===== src/rtl/param_strobe_decoder.sv =====
// One-hot strobe decoder: an accepted select drives out[in_sel] for PULSE_LEN cycles; option macro DECODER_OOR_CHECK_EN.
// Latency: 1 cycle from accept to strobe; back-to-back strobes with no gap when re-accepted on the last pulse cycle.
// Backpressure: in_ready is low while a pulse has cycles left or enable is low; the source holds in_valid/in_sel.
module param_strobe_decoder #(
  parameter int SEL_W     = 3,
  parameter int NUM_OUT   = 8,
  parameter int PULSE_LEN = 1
) (
  input  logic               clk,
  input  logic               rst_n,
  input  logic               enable,
  input  logic               in_valid,
  output logic               in_ready,
  input  logic [SEL_W-1:0]   in_sel,
  output logic [NUM_OUT-1:0] out,
  output logic               out_valid,
  output logic               busy,
  output logic               err
);

  localparam int CNT_W = $clog2(PULSE_LEN + 1);
  localparam logic [CNT_W-1:0] CNT_LOAD = CNT_W'(PULSE_LEN - 1);

  typedef enum logic {
    IDLE  = 1'b0,
    PULSE = 1'b1
  } state_t;

  state_t             state_q, state_d;
  logic [CNT_W-1:0]   cnt_q, cnt_d;
  logic [NUM_OUT-1:0] out_q, out_d;
  logic               out_valid_q, out_valid_d;
  logic [NUM_OUT-1:0] dec;
  logic               accept;

  // Selects >= NUM_OUT match no bit, so an unchecked out-of-range strobe is all zeros.
  always_comb begin
    dec = '0;
    for (int i = 0; i < NUM_OUT; i++) begin
      dec[i] = (in_sel == SEL_W'(i));
    end
  end

  assign in_ready = enable & ((state_q == IDLE) | ((state_q == PULSE) & (cnt_q == '0)));
  assign accept   = in_valid & in_ready;

`ifdef DECODER_OOR_CHECK_EN
  localparam logic [SEL_W:0] NUM_OUT_L = (SEL_W + 1)'(NUM_OUT);
  logic oor;
  logic err_q, err_d;

  assign oor = ({1'b0, in_sel} >= NUM_OUT_L);
`else
  logic oor;
  logic err_d;

  assign oor = 1'b0;
`endif

  always_comb begin
    state_d     = state_q;
    cnt_d       = cnt_q;
    out_d       = out_q;
    out_valid_d = out_valid_q;
    err_d       = 1'b0;

    if (!enable) begin
      // Abort: a dropped enable discards any pulse in flight.
      state_d     = IDLE;
      cnt_d       = '0;
      out_d       = '0;
      out_valid_d = 1'b0;
    end else if (accept && oor) begin
      state_d     = IDLE;
      cnt_d       = '0;
      out_d       = '0;
      out_valid_d = 1'b0;
      err_d       = 1'b1;
    end else if (accept) begin
      state_d     = PULSE;
      cnt_d       = CNT_LOAD;
      out_d       = dec;
      out_valid_d = 1'b1;
    end else if (state_q == PULSE) begin
      if (cnt_q != '0) begin
        cnt_d = cnt_q - CNT_W'(1);
      end else begin
        state_d     = IDLE;
        out_d       = '0;
        out_valid_d = 1'b0;
      end
    end
  end

  always_ff @(posedge clk or negedge rst_n) begin
    if (!rst_n) begin
      state_q     <= IDLE;
      cnt_q       <= '0;
      out_q       <= '0;
      out_valid_q <= 1'b0;
    end else begin
      state_q     <= state_d;
      cnt_q       <= cnt_d;
      out_q       <= out_d;
      out_valid_q <= out_valid_d;
    end
  end

`ifdef DECODER_OOR_CHECK_EN
  always_ff @(posedge clk or negedge rst_n) begin
    if (!rst_n) begin
      err_q <= 1'b0;
    end else begin
      err_q <= err_d;
    end
  end

  assign err = err_q;
`else
  assign err = 1'b0;
`endif

  assign out       = out_q;
  assign out_valid = out_valid_q;
  assign busy      = (state_q == PULSE);

endmodule


===== config.mk =====
export PLATFORM = sky130hd
export DESIGN_NAME = param_strobe_decoder
export DESIGN_NICKNAME = d
export VERILOG_FILES = /design/src/rtl/param_strobe_decoder.sv
export SDC_FILE = /design/constraint.sdc
export NUM_CORES = 1
export LEC_CHECK = 0
export CELL_PAD_IN_SITES_DETAIL_PLACEMENT = 1
export CELL_PAD_IN_SITES_GLOBAL_PLACEMENT = 2
export CORE_ASPECT_RATIO = 1.1
export CORE_UTILIZATION = 25
export DETAILED_ROUTE_END_ITERATION = 16
export PLACE_DENSITY = 0.76
export SYNTH_ARGS = -nofsm -noshare
export SYNTH_HDL_FRONTEND = slang
export SYNTH_SLANG_ARGS = --single-unit

===== constraint.sdc =====
create_clock -name clk -period 1.65 [get_ports clk]
set_input_delay 0.4125 -clock clk [delete_from_list [all_inputs] [get_ports clk]]
set_output_delay 0.4125 -clock clk [all_outputs]
set_load 0.01 [all_outputs]

==> metrics.md <==
| Metric | Value |
|---|---|
| Run status | finished, final reports clean |
| Type of element launching the critical path | primary input |
| Arithmetic-cell share of the synthesized area counting full adders, half adders and majority gates | 0% |
| Number of antenna violations at the first check in global routing | 0 |
| Worst-case clock buffer depth | 2 |
| Overall routing resource usage | 12.02% |
| Classification of the worst-slack hold path | in2async |
| Post-route standard cell area excluding fillers | 679.4 um2 |
| Worst Setup SP | enable |
| Final worst slack | 0.07196 ns |
| Number of storage elements in the synthesis netlist | 10 |
| Worst supply voltage drop on vdd | 337.8 uV |
| Final core area utilization | 42.59% |
| Data required, critical path | 1.24 ns |
| Total chip power | 549.5 uW |
| Net total in the final layout | 64 |
| Hold-fix buffer count after cts | 0 |
| Initial core utilization | 26.98% |
| Max Clock Freq | 0.6337 GHz |
| Multiplexer area fraction after synthesis | 0% |
| Number of antenna diodes | 0 |
| Delay contributed by the slowest stage of the critical path | 0.48 ns |
| GRT busiest layer | met2 |
| Ports | 19 |
| Placed standard-cell area | 636.9 um2 |
| Commonest non-fill, non-tap cells in the layout | 16 x clkdlybuf4s50_1, 10 x dfrtp_1, 5 x buf_4 |
| Die Span X | 41.56 um |
| Core region area | 1595 um2 |
| CP top delay family | buffers and inverters |
| Number of setup violations in the final report | 0 |
| Portion of the clock cycle consumed by the worst path in the final layout | 95.64% |
| Clock tree sinks | 10 |
| Clock tree root buffer cell | clkbuf_4 |
| CTS tree | yes |
| Count of input and output buffers | 17 |
| Mean instance size in the synthesized netlist | 13.45 um2 |
| H-tree levels | 1 |
| Netlist area before placement | 430.4 um2 |
| Drt wl/cell | 13.66 um |
| CTS buffer count | 3 |
| First-pass iteration count of the detailed router | 3 |
| Clock Latency Late Sink | 0.26 ns |
| Critical path type | in2out |
| Register-to-register setup slack | 0.58 ns |
| Warnings from Yosys | 0 |
| Post-synthesis to final-layout area growth | 57.85% |
| Endpoint arrival time on the critical path | 1.17 ns |
| Crit path buffers/inverters | 2 |
| WP depth | 2 |
| RePlAce Congestion | 0.6220 |
| Vias in the first global route | 367 |
| Simple-Gate Fraction of Synth Area | 18.31% |
| Number of nets produced by synthesis | 39 |
| Post-place setup slack | -0.1989 ns |
| Most common cell after layout, fill and taps aside | clkdlybuf4s50_1 |
| Leakage power | 0.3106 nW |
| Power Density | 808.8 nW/um2 |
| Met3 Usage GRT | 3.968% |
| Residual overflow from global routing | 0 |
| Final critical path time including I/O delays and setup | 1.578 ns |
| Area share of xor/xnor cells in the synthesized design | 0% |
| First-pass GRT wire length | 1690 um |
| DRC | 0 |
| Total vias in the final route | 344 |
| Placement row count | 15 |
| Proportion of synthesized chip area in sequential cells | 58.14% |
| Detailed-route wire length | 997 um |
| Die Y-Extent | 45.52 um |
| Cell with the largest stage delay on the worst path | clkdlybuf4s50_1 |
| Unrepaired setup endpoints after global routing | no |
| Biggest area contributors in the synthesized netlist | dfrtp_1 58%, o2bb2ai_1 8.1%, a32o_2 5.2%, nor3b_4 4.4%, a22o_1 4.1% |
| Post-route antenna net violation count | 0 |
| Area share of the largest cell type after synthesis | 58.14% |
| Source of the worst register-to-register timing path | busy$_DFF_PN0_ |
| Maximum clock skew at final layout | 0.007977 ns |
| GR Layer Usage met1 | 14.89% |
| Pins Over Slew Limit | 0 |
| Largest family of logic cells by synthesized area | compound AO/OA/AOI/OAI gates |
| Via density per instance | 4.712 |
| Critical R2R Capture | out[0]$_DFFE_PN0P_ |
| Max-cap violation count | 0 |
| Post-synth top area cell | dfrtp_1 |
| CP endpoint kind | primary output |
| Maximum net fanout on the critical path | 2 |
| Met2 layer usage reported by global route | 20.00% |
| Proportion of layout cells with a drive suffix above 1 | 26.79% |
| End of the critical path | in_ready |
| Worst reg-to-reg path cell count | 4 |
| HPWL Detailed | 744.1 um |
| Total Die Area | 1892 um2 |
| Cells along the critical path | clkdlybuf4s50_1 -> dlygate4sd2_1 |
| Clock Pin Slew Worst Setup and Hold Paths | 0.07 ns |
| Post-synthesis compound-gate area fraction | 19.19% |
| Maximum number of pins on one net before global-route repair | 11 |
| Detailed router's first-iteration violation count | 2 |
| Gate count of the mapped netlist | 32 |
| Yosys cell types | 16 |
| Fin. Hold Viols | 0 |
## report_power, final
group / total, mW / internal, mW / switching [mW]
Clock: 0.214 / 0.134 / 0.0807
Combinational: 0.0794 / 0.0452 / 0.0343
Sequential: 0.256 / 0.252 / 0.00369
## kinds of logic (layout without fill, tap and decap cells)
logic type / after synthesis / after routing
AO/OA/AOI/OAI: 9 / 9
buffers and inverters: 2 / 26
flip-flops: 10 / 10
other: 1 / 1
AND/OR/NAND/NOR: 10 / 10
## cells in the mapped netlist
cell type,number
nor2b_1,1
and3b_2,1
buf_4,2
dfrtp_1,10
a22o_1,2
nand3b_1,1
o21a_1,1
and3_2,1
o2bb2ai_1,4
nor2_1,1
and2_2,1
nor3b_4,1
nand3_1,1
conb_1,1
nand2b_1,2
a32o_2,2
## final cells by class
cell class | count | area [um2]
Clock buffer | 4 | 36.28
Tap cell | 17 | 21.27
Fill cell | 173 | 915.9
Multi-Input combinational cell | 20 | 165.2
Sequential cell | 10 | 250.2
Timing Repair Buffer | 22 | 206.4
## registers in the layout, summed over array words and instances (netlist names)
signal     cells
out            8
out_valid      1
busy           1
## metrics by stage
stage | instances | setup TNS, ns | hold slack (ns)
final | 73 | 0 | 0.4684
after global routing | 73 | 0 | 0.5062
after CTS | 73 | 0 | 0.4815
after detailed placement | 68 | -0.1989 | 0.4750
after global placement | 68 | -0.2086 | 0.4852
after floorplan | 32 | 0 | 0.1169
## worst min-delay path by stage
| stage | start | end | slack, ns | cells after the start |
|---|---|---|---|---|
| global route | rst_n | out[4]$_DFFE_PN0P_ | 0.51 | 1 |
| CTS | rst_n | out[4]$_DFFE_PN0P_ | 0.48 | 1 |
| global placement | out[6]$_DFFE_PN0P_ | out[6]$_DFFE_PN0P_ | 0.49 | 1 |
| finish | rst_n | out[4]$_DFFE_PN0P_ | 0.47 | 1 |
| detailed placement | out[2]$_DFFE_PN0P_ | out[2]$_DFFE_PN0P_ | 0.47 | 1 |
| floorplan | rst_n | busy$_DFF_PN0_ | 0.12 | 0 |
## repair_timing
item | CTS | global route
endpoints found under the hold margin | 0 | 0
gates resized for setup | 1 | 0
endpoints found under the setup margin | 2 | 0
buffers inserted | 1 | 0
## routing by layer
metal | wire length, um | share of wire (%)
met3 | 74 | 7.4
met1 | 442 | 44
met2 | 480 | 48
met5 | 0 | 0
met4 | 0 | 0
(Power assumes the default switching activity.)
==> variant: new RTL, same flow settings <==
Change the parameter `SEL_W` from 3 to 2.
--- a/src/rtl/param_strobe_decoder.sv
+++ b/src/rtl/param_strobe_decoder.sv
@@ -4,3 +4,3 @@
 module param_strobe_decoder #(
-  parameter int SEL_W     = 3,
+  parameter int SEL_W     = 2,
   parameter int NUM_OUT   = 8,
Ports: changed (resized in_sel); port bits go from 19 to 18. No check against the original RTL was run, so the function may have changed too.
==> variant against the unedited design <==
Count of clock-buffer cells in the layout down 1; power down 33%; final area down 30%; synthesized area down 28%; routed wire length down 28%; via count down 26%; setup slack worse by 10 ps; sequential cell count down 4; critical path type unchanged; largest cell class is now non-clock buffers.
==> variant: results <==
[drt]
vias_per_cell = 4.456
drt_iter0_drc = 1
wl_per_cell_um = 12.65
first_pass_iters = 2
dr_total_vias = 254

[global_routing]
grt_max_degree = 7
antenna_found_initial = 0
grt_pass1_wl_um = 1276
grt_use_total_pct = 14.05
first_global_vias = 284

[layout]
drive_gt1_share_pct = 18.60
layout.nets = 51
fill_cells = 124
largest_reg_flops = 4
antenna_cells = 0

[placed_design]
place_congestion = 0.6640
dpl_worst_slack_ps = -221.8
port_buffers = 16
dp_hpwl_um = 579.1
place_area_sq_um = 451.7
placed_cells = 54

[timing]
holdWs_ps = 406.0
fin_skew_ps = 6.376

[power_and_ir_drop]
ir_worst_vdd_mv = 0.3152
p_leak_nw = 0.2168

[setup_path]
crit_fanout = 2
critPathMaxStageDelay_ps = 480
r2r.worst_path.cells = 2
cp_top_family = "buffers and inverters"
critPathSlowestCell = "clkdlybuf4s50_1"
worstPathArrival_ps = 1180
r2r-start = "busy"
r2r-end = "out[5]"
reg2reg_slack_ps = 690
worstSetupStartpoint = "enable"

[synthesis]
seq_area_frac_synth_pct = 48.19
synth_area_per_cell_sq_um = 10.74
synth_compound_area_share_pct = 16.06
synth.area.top_cells = "dfrtp_1 48%, buf_4 14%, o32ai_1 8.4%, o32ai_2 5.2%, inv_1 4.8%"
synth_xor_area_share_pct = 0
yosys_warnings = 0
synthMuxAreaShare_pct = 0
async_flop_share_pct = 100.0
synth_flop_cell = "dfrtp_1"
ys_types = 13
syn-num-nets = 35
synth_commonest_cells = "6 x buf_4, 6 x dfrtp_1, 4 x inv_1"
synthAdderAreaFrac_pct = 0

[clock_network]
cts_resized = 1
clock_path_buffers = 2
htreeDepth = 1
insertion_delay_ps = 250
postCtsSetupBuffers = 0
cts_buffers = 3
cts-root-buf = "clkbuf_4"
clk_pin_slew_ps = 50

[run_status]
status = "finished clean"

[worst_hold_path]
min_path_type = "primary input to async pin"
[variant: cell types whose count changed after synthesis, sizes merged, moves of 2 or more]
cell,change
buf,+4
dfrtp,-4
inv,+4
o2bb2ai,-4
o32ai,+4
a22o,-2
a32o,-2
nand2,+2
[variant: cells by family after synthesis]
group / after synthesis
buf+inv: 10
other cells: 1
simple gates: 7
compound gates: 5
flops: 6
[variant: area by class of cell]
class | instances | area share [%]
Tap cell | 14 | 3.684
Clock buffer | 3 | 4.737
Sequential cell | 6 | 31.58
Multi-Input combinational cell | 13 | 21.32
Inverter | 4 | 3.158
Timing Repair Buffer | 17 | 35.53
[variant: worst max-delay path by stage]
stage	to	slack, ps	depth (start not counted)
after floorplan	out[4]	680	1
after CTS	out[4]	50	1
final	in_ready	60	2
after global placement	in_ready	-180	2
after global routing	out[0]	2	1
after detailed placement	in_ready	-220	2
[variant: routing by layer]
metal	global-route usage, %	up-vias	part of all wire (%)
met5	0	-	0
met4	11.54	0	1.9
met3	4.624	2	6.8
met2	25.00	15	56
met1	13.38	118	36
li1	-	119	-
[variant: where the power goes]
group	internal [mW]	leakage, nW	total (mW)	switching [mW]
registers	0.154	0.0802	0.158	0.00414
logic	0.0384	0.123	0.0674	0.0290
clock network	0.0827	0.0138	0.142	0.0597
total	0.275	0.217	0.368	0.0928
[variant: per-stage QoR]
step | util, % | setup TNS [ps]
2_1_floorplan | - | 0
3_3_place_gp | 41.78 | -181.2
3_5_place_dp | 41.78 | -221.8
4_1_cts | 43.75 | 0
5_1_grt | 43.98 | 0
6_report | 43.98 | 0
